$ cat src/rtl/cdc_pkg.sv
// Shared definitions for the req/ack clock-domain-crossing handshake blocks.
package cdc_pkg;

  typedef enum logic [1:0] {
    IDLE = 2'b00,
    REQ  = 2'b01,
    REL  = 2'b10
  } hs_state_e;

  localparam int unsigned CDC_STAGES_DEF = 2;

endpackage

$ cat src/rtl/cdc_sync.sv
// Multi-flop level synchroniser for a single asynchronous bit into the clk domain.
module cdc_sync
  import cdc_pkg::*;
#(
  parameter int unsigned pSTAGES = CDC_STAGES_DEF
) (
  input  logic clk,
  input  logic rst_n,
  input  logic d,
  output logic q
);

  logic [pSTAGES-1:0] sync_reg;

  always_ff @(posedge clk or negedge rst_n) begin
    if (!rst_n) begin
      sync_reg <= '0;
    end else begin
      sync_reg <= {sync_reg[pSTAGES-2:0], d};
    end
  end

  assign q = sync_reg[pSTAGES-1];

endmodule

$ cat src/rtl/cdc_hs_tx.sv
// Source side of the four-phase req/ack handshake: accepts a word, holds it on a
// registered bus, and runs req high / ack high / req low / ack low to completion.
module cdc_hs_tx
  import cdc_pkg::*;
#(
  parameter int unsigned pDATA_W = 32,
  parameter int unsigned pSTAGES = CDC_STAGES_DEF
) (
  input  logic               clk,
  input  logic               rst_n,
  input  logic               send_valid,
  output logic               send_ready,
  input  logic [pDATA_W-1:0] send_data,
  output logic               xfer_req,
  output logic [pDATA_W-1:0] xfer_data,
  input  logic               xfer_ack_async,
  output logic               send_done,
  output logic               busy,
  output logic               err_proto,
  input  logic               err_clr
);

  hs_state_e          state_reg, state_next;
  logic               req_reg, req_next;
  logic [pDATA_W-1:0] data_reg, data_next;
  logic               done_reg, done_next;
  logic               err_reg, err_next;
  logic               ack_prev_reg;
  logic               ack_s;

  cdc_sync #(
    .pSTAGES (pSTAGES)
  ) u_ack_sync (
    .clk   (clk),
    .rst_n (rst_n),
    .d     (xfer_ack_async),
    .q     (ack_s)
  );

  // A still-high ack in IDLE means the far side has not released; hold off new words.
  assign send_ready = (state_reg == IDLE) && !ack_s;

  always_ff @(posedge clk or negedge rst_n) begin
    if (!rst_n) begin
      state_reg    <= IDLE;
      req_reg      <= 1'b0;
      data_reg     <= '0;
      done_reg     <= 1'b0;
      err_reg      <= 1'b0;
      ack_prev_reg <= 1'b0;
    end else begin
      state_reg    <= state_next;
      req_reg      <= req_next;
      data_reg     <= data_next;
      done_reg     <= done_next;
      err_reg      <= err_next;
      ack_prev_reg <= ack_s;
    end
  end

  always_comb begin
    state_next = state_reg;
    req_next   = req_reg;
    data_next  = data_reg;
    done_next  = 1'b0;
    case (state_reg)
      IDLE: begin
        if (send_valid && send_ready) begin
          data_next  = send_data;
          req_next   = 1'b1;
          state_next = REQ;
        end
      end
      REQ: begin
        req_next = 1'b1;
        if (ack_s) begin
          req_next   = 1'b0;
          state_next = REL;
        end
      end
      REL: begin
        req_next = 1'b0;
        if (!ack_s) begin
          done_next  = 1'b1;
          state_next = IDLE;
        end
      end
      default: begin
        req_next   = 1'b0;
        state_next = IDLE;
      end
    endcase
  end

  // An ack edge with no request outstanding is a protocol violation; set beats clear.
  always_comb begin
    err_next = err_reg;
    if (err_clr) begin
      err_next = 1'b0;
    end
    if ((state_reg == IDLE) && ack_s && !ack_prev_reg) begin
      err_next = 1'b1;
    end
  end

  assign xfer_req  = req_reg;
  assign xfer_data = data_reg;
  assign send_done = done_reg;
  assign busy      = (state_reg != IDLE);
  assign err_proto = err_reg;

endmodule

$ cat config.mk
export PLATFORM = sky130hd
export DESIGN_NAME = cdc_hs_tx
export DESIGN_NICKNAME = d
export VERILOG_FILES = /design/src/rtl/cdc_pkg.sv /design/src/rtl/cdc_sync.sv /design/src/rtl/cdc_hs_tx.sv
export SDC_FILE = /design/constraint.sdc
export NUM_CORES = 1
export LEC_CHECK = 0
export CORE_MARGIN = 3
export CORE_UTILIZATION = 39
export CTS_CLUSTER_DIAMETER = 100
export CTS_CLUSTER_SIZE = 16
export DETAILED_ROUTE_END_ITERATION = 10
export GPL_TIMING_DRIVEN = 1
export PLACE_DENSITY = 0.85
export SLEW_MARGIN = 10
export SYNTH_ARGS = -nofsm -noshare
export SYNTH_HDL_FRONTEND = slang
export SYNTH_HIERARCHICAL = 1
export SYNTH_SLANG_ARGS = --single-unit
$ cat constraint.sdc
create_clock -name clk -period 2.2 [get_ports clk]
set_clock_uncertainty 0.1 [all_clocks]
set_input_delay 0.44 -clock clk [delete_from_list [all_inputs] [get_ports clk]]
set_output_delay 0.44 -clock clk [all_outputs]
set_load 0.1 [all_outputs]
==> results of run 1 <==
## worst reg2reg max path, cell delays in order, from the launching register on
cell and delay (ns):
dfrtp_1 0.46, nor4b_4 0.32, buf_4 0.29, mux2_2 0.37
## worst paths after layout
check | start | end | slack (ns) | depth (start not counted)
worst max-delay path | state_reg[0] | send_ready | 0.23 | 3
max in group asynchronous | rst_n | xfer_data[5] | 1.29 | 1
worst min register to register | u_ack_sync/sync_reg[0] | u_ack_sync/sync_reg[1] | 0.25 | 0
worst min-delay path | rst_n | err_proto | 0.17 | 1
min in group clk | u_ack_sync/sync_reg[0] | u_ack_sync/sync_reg[1] | 0.25 | 0
worst max register to register | state_reg[0] | xfer_data[5] | 0.55 | 3
## per-stage QoR
| stage | setup WS (ns) | cells | util (%) |
|---|---|---|---|
| finish | 0.230 | 214 | 65.4 |
| floorplan | 0.111 | 88 | - |
| CTS | 0.213 | 214 | 65.4 |
| detailed placement | 0.149 | 206 | 62.7 |
| global placement | 0.200 | 206 | 62.7 |
| global route | 0.166 | 214 | 65.4 |
## cell type report
class / instances / area share (%)
Inverter: 2 / 0.329
Multi-Input combinational cell: 43 / 19.8
Clock buffer: 6 / 3.61
Timing Repair Buffer: 75 / 29.5
Clock inverter: 2 / 0.438
Sequential cell: 40 / 43.8
Tap cell: 46 / 2.52
## placed cells by master, fill, tap and decap left out, drive strengths merged
| cell | n |
|---|---|
| xnor2 | 1 |
| clkbuf | 6 |
| or2 | 1 |
| nor2 | 3 |
| o32ai | 1 |
| clkinv | 2 |
| nor3b | 1 |
| a21oi | 1 |
| inv | 2 |
| mux2 | 32 |
| o21bai | 1 |
| nand2b | 1 |
| nor4b | 1 |
| buf | 40 |
| dfrtp | 40 |
| clkdlybuf4s50 | 35 |
## cells in the mapped netlist (all sizes together)
cell type and number:
dfrtp 40, mux2 32, buf 3, nor2 3, inv 2, a21oi 1
nand2b 1, nor3b 1, nor4b 1, o21bai 1, o32ai 1, or2 1
xnor2 1
## routing by layer
| metal | up-vias | GRT usage (%) | part of all wire [%] |
|---|---|---|---|
| met4 | 0 | 5.32 | 0.83 |
| met3 | 2 | 4.66 | 8.4 |
| met2 | 47 | 27.3 | 53 |
| met1 | 475 | 16.6 | 38 |
| li1 | 463 | - | - |
| met5 | - | 0 | 0 |
## power by group
part	switching [mW]	internal, mW
Sequential	0.109	0.920
Clock	0.231	0.250
Combinational	1.56	0.452
Total	1.90	1.62
## cells by family after synthesis
kind of cell | count (synthesis)
and+or+nand+nor | 7
AOI/OAI and AO/OA | 3
buffers and inverters | 5
xor gates and xnor gates | 1
muxes | 32
DFF | 40
==> flow_summary_export.csv, run 1 <==
group,metric,value,unit
synth,synth_xor_area_share,0.589,%
cells_and_area,layout.filler_cells,268,
global_routing,grt_start_max_net_pins,41,
cells_and_area,ff_latch_area,1000,um2
cells_and_area,drive_above_1_share,48.2,%
drt,dr_total_vias,987,
power,leakagePower,1.02,nW
drt,route.antenna.remaining_nets,0,
place,port-buffer-count,73,
cts,cts_tree,"built",
timing,fin_tns_setup,0,ns
cells_and_area,final_cell_area,2280,um2
floorplanning,fp.dieH,67.8,um
worst_hold_path,worst_hold_path_type,"input pin to async pin",
global_routing,vias_in_the_first_global_route,1052,
place,routabilityCongestion,0.747,
drt,detail_route.vias_per_cell,4.61,
timing,rsz_0062_raised_after_global_routing,"no",
synth,yosys_warnings,6,
timing,timing.final.setup_violations,0,
synth,post_synth_num_cell_types,14,
synth,syn-num-nets,125,
synth,post_synthesis_compound_gate_area_fraction,1.43,%
critical_path,path_delay_family,"simple AND/OR/NAND/NOR gates",
timing,fin_hold_ws,0.168,ns
synth,synth_top_cells_by_area,"dfrtp_1, mux2_2, buf_6",
timing,worst_slew_pin_slew,0.857,ns
critical_path,critical-path-max-stage-delay,0.46,ns
critical_path,critPathSlowestCell,"dfrtp_1",
drt,detail_route.wl_per_cell,15.1,um
cts,h-tree-depth,2,
critical_path,critPathRequiredTime,1.66,ns
synth,avg_cell_area_syn,16.9,um2
synth,synth_top_family_by_area,"multiplexers",
cts,cts.path.max_buffers,2,
run_status,outcome,"completed",
critical_path,timing.critical_path.from_type,"register",
drt,detail_route.first_pass.iterations,4,
cts,clock_latency,0.28,ns
critical_path,worst_setup_path_end_kind,"primary output",
synth,synthesis.area,1490,um2
floorplanning,num_io_pins,74,
synth,synth_cells,88,
cts,worst_setup_hold_path_clk_slew,0.07,ns
drt,first_iter_violations,26,
cells_and_area,flow.area_growth_from_synthesis,53.6,%
cts,cts.repair.resized,0,
cts,cts_root_buffer,"clkbuf_8",
cts,tritoncts.num_buffers,5,
job,max_cap_viol_count,0,
timing,max-slew-margin-rel,42.9,%
cells_and_area,num-nets-final,204,
power,p_per_area,1540,nW/um2
timing,maxSlewViolCount,0,
critical_path,setup.worst_path.class,"register to primary output",
place,place_hpwl,2.53,mm
critical_path,worstPathCellList,"or2_2, nor2_4, buf_12",
drt,route.detailed.drc,0,
cells_and_area,largest_register_ff_count,32,
global_routing,global_route.usage.total,15.1,%
timing,final.min_clock_period,1.97,ns
cts,cts.hold.buffers_added,0,
floorplanning,core_region_area,3490,um2
power,total_power,3.52,mW
synth,synthAdderAreaFrac,0,%
cells_and_area,antenna_cells,0,
floorplanning,initial_core_util,42.6,%
cts,numClockSinks,40,
global_routing,grt_antenna_before_repair,0,
critical_path,timing.critical_path.buf_inv,1,
timing,hold_violations,0,
synth,synth-seq-area-share,67.3,%
cts,number_of_setup_buffers_added_after_cts,0,
place,placement.cell_area,2190,um2
synth,synth.mux.area_fraction,24.2,%
synth,post_synth_and_or_nand_nor_area_fraction,3.70,%
floorplanning,die_area,4590,um2
synth,synth-seq-cells,40,
synth,area_share_of_the_largest_cell_type_after_synthesis,67.3,%
critical_path,critical_path_peak_fanout,6,
synth,post-synth-top-area-cell,"dfrtp_1",
floorplanning,die_w,67.8,um
global_routing,gr-total-overflow,0,
timing,final_worst_path_cycle_share,89.6,%
power,vdd_ir_drop_max,884,uV
floorplanning,row_count,21,
global_routing,grt_pass1_wl,5.05,mm
drt,detail_route.wirelength,3.24,mm
timing,timing.fmax,508,MHz
cells_and_area,multi_input_comb_area,453,um2
critical_path,critical_path_arrival,1.43,ns
(Power assumes the default switching activity.)
==> run 2: changes to the inputs <==
Settings changed: TNS_END_PERCENT set to 100.
==> results of run 2 <==
No change in the layout: final DEF, timing and power equal those of run 1.
==> run 3: changes to the inputs <==
Settings changed: PLACE_DENSITY 0.85 to 0.78, SETUP_SLACK_MARGIN set to 0.5.
==> run 3 against run 2 <==
Die area unchanged. Cell count increased by 2.8%. Via count increased by 0.81%. Register-to-register slack got worse by 0.12 ns. Wire length increased by 3.9%. Non-clock buffer count increased by 6. Flip-flop and latch count unchanged. Largest power group unchanged.
==> flow_summary_export.csv, run 3 (synthesis gave the netlist of run 1 again) <==
group,metric,value,unit
place,place_hpwl,2.50,mm
cells_and_area,layout_commonest_cell,"buf_4",
cells_and_area,largest_register_ff_count,32,
drt,dr_total_vias,995,
cells_and_area,mostFrequentLayoutCells,"buf_4, dfrtp_1, clkdlybuf4s50_1",
critical_path,path_delay_family,"flip-flops",
critical_path,setup.worst_path.class,"register to primary output",
timing,rsz_0062_raised_after_global_routing,"yes",
floorplanning,row_count,21,
cells_and_area,final_cell_area,2370,um2
power,leakagePower,1.06,nW
cells_and_area,antenna_cells,0,
cts,worst_setup_hold_path_clk_slew,0.07,ns
critical_path,worstPathCellList,"or2_4, nor2_4, buf_12",
cts,cts.hold.buffers_added,0,
global_routing,grt_start_max_net_pins,25,
critical_path,setup.worst_path.start,"state_reg[0]",
critical_path,rr_startpoint,"state_reg[0]",
cts,tritoncts.num_buffers,5,
place,port-buffer-count,73,
power,vdd_ir_drop_max,755,uV
floorplanning,die_area,4590,um2
drt,route.antenna.remaining_nets,0,
critical_path,timing.critical_path.buf_inv,1,
drt,detail_route.vias_per_cell,4.52,
timing,final_worst_path_cycle_share,81.8,%
timing,fin_hold_ws,0.0227,ns
power,p_switching,1.90,mW
drt,detail_route.wirelength,3.37,mm
global_routing,grt_pass1_wl,5.20,mm
timing,final.min_clock_period,1.80,ns
critical_path,critPathRequiredTime,1.66,ns
power,sequentialPowerShare,28.8,%
drt,route.detailed.drc,0,
timing,worst_slew_pin_slew,0.514,ns
job,max_cap_viol_count,0,
global_routing,global_route.usage.total,15.8,%
floorplanning,initial_core_util,42.6,%
drt,first_iter_violations,17,
timing,postLayoutSetupSlackWorst,0.400,ns
timing,hold_violations,0,
timing,timing.final.setup_violations,0,
floorplanning,fp.dieH,67.8,um
cts,numClockSinks,40,
global_routing,gr-total-overflow,0,
cells_and_area,final_core_utilization,68.0,%
cts,h-tree-depth,2,
timing,max-slew-margin-rel,65.7,%
cts,cts.path.max_buffers,2,
cts,clock_latency,0.28,ns
global_routing,vias_in_the_first_global_route,1152,
cells_and_area,multi_input_comb_area,463,um2
cells_and_area,num-nets-final,210,
cells_and_area,flow.area_growth_from_synthesis,59.6,%
place,routabilityCongestion,0.727,
place,placement.cell_area,2200,um2
worst_hold_path,worst_hold_path_type,"input pin to async pin",
power,intPower,1.66,mW
power,p_per_area,1500,nW/um2
critical_path,critPathSlowestCell,"dfrtp_2",
timing,maxSlewViolCount,0,
run_status,outcome,"completed",
floorplanning,core_region_area,3490,um2
cells_and_area,layout.filler_cells,246,
critical_path,critical-path-max-stage-delay,0.41,ns
floorplanning,num_io_pins,74,
place,preCtsSetupSlack,0.143,ns
power,combinational_cell_fraction_of_total_power,57.6,%
cts,cts_tree,"built",
power,power_frac_clock,13.6,%
cells_and_area,drive_above_1_share,51.1,%
drt,detail_route.wl_per_cell,15.3,um
critical_path,timing.reg2reg.setup_slack,0.43,ns
floorplanning,die_w,67.8,um
timing,fin_tns_setup,0,ns
cells_and_area,ff_latch_area,1000,um2
critical_path,worst_setup_path_end_kind,"primary output",
power,power_switching_share,53.4,%
critical_path,critical_path_peak_fanout,3,
timing,timing.fmax,556,MHz
drt,detail_route.first_pass.iterations,2,
cts,cts_root_buffer,"clkbuf_8",
global_routing,grt_antenna_before_repair,0,
critical_path,timing.critical_path.from_type,"register",
critical_path,critical_path_arrival,1.26,ns
==> run 3: area by class of cell <==
cell class	count	share of cell area, %
clock buffer	8	3.79
inverter	2	0.316
multi-input combinational	43	19.5
sequential	40	42.3
tap	46	2.42
timing repair buffer	81	31.7
==> run 3: power groups by stage <==
stage | Clock [mW] | Combinational, mW | Sequential, mW
finish | 0.484 | 2.05 | 1.02
global route | 0.531 | 2.11 | 1.05
CTS | 0.501 | 2.05 | 1.03
detailed placement | 0 | 2.02 | 1.05
global placement | 0 | 2.01 | 1.03
floorplan | 0 | 0.256 | 2.34
==> run 3: final timing paths <==
check                           cells past startpoint                endpoint
worst max-delay path                                3              send_ready
worst min-delay path                                1           xfer_data[20]
worst max register to register                      5            xfer_data[5]
worst min register to register                      0  u_ack_sync/sync_reg[1]
max in group asynchronous                           2            xfer_data[8]
min in group clk                                    0  u_ack_sync/sync_reg[1]
==> run 3: timing repair <==
| action | CTS | global route |
|---|---|---|
| setup endpoints to repair | 34 | 34 |
| pin swaps | 3 | 1 |
| resized for setup | 8 | 2 |
| hold endpoints to repair | 0 | 0 |
| buffers inserted | 3 | 0 |
| gates cloned | 1 | 1 |
==> run 3: stage by stage <==
stage                     power (mW)  instances
after floorplan                 2.60         88
after global placement          3.04        207
after detailed placement        3.07        207
after CTS                       3.58        219
after global routing            3.69        220
final                           3.56        220
==> run 3: per-layer routing <==
| layer | track usage (%) | wire, um | vias up | share of wire, % |
|---|---|---|---|---|
| li1 | - | - | 471 | - |
| met1 | 16.9 | 1280 | 488 | 38 |
| met2 | 28.8 | 1880 | 34 | 56 |
| met3 | 3.83 | 174 | 2 | 5.2 |
| met4 | 7.59 | 29 | 0 | 0.86 |
| met5 | 0 | 0 | - | 0 |
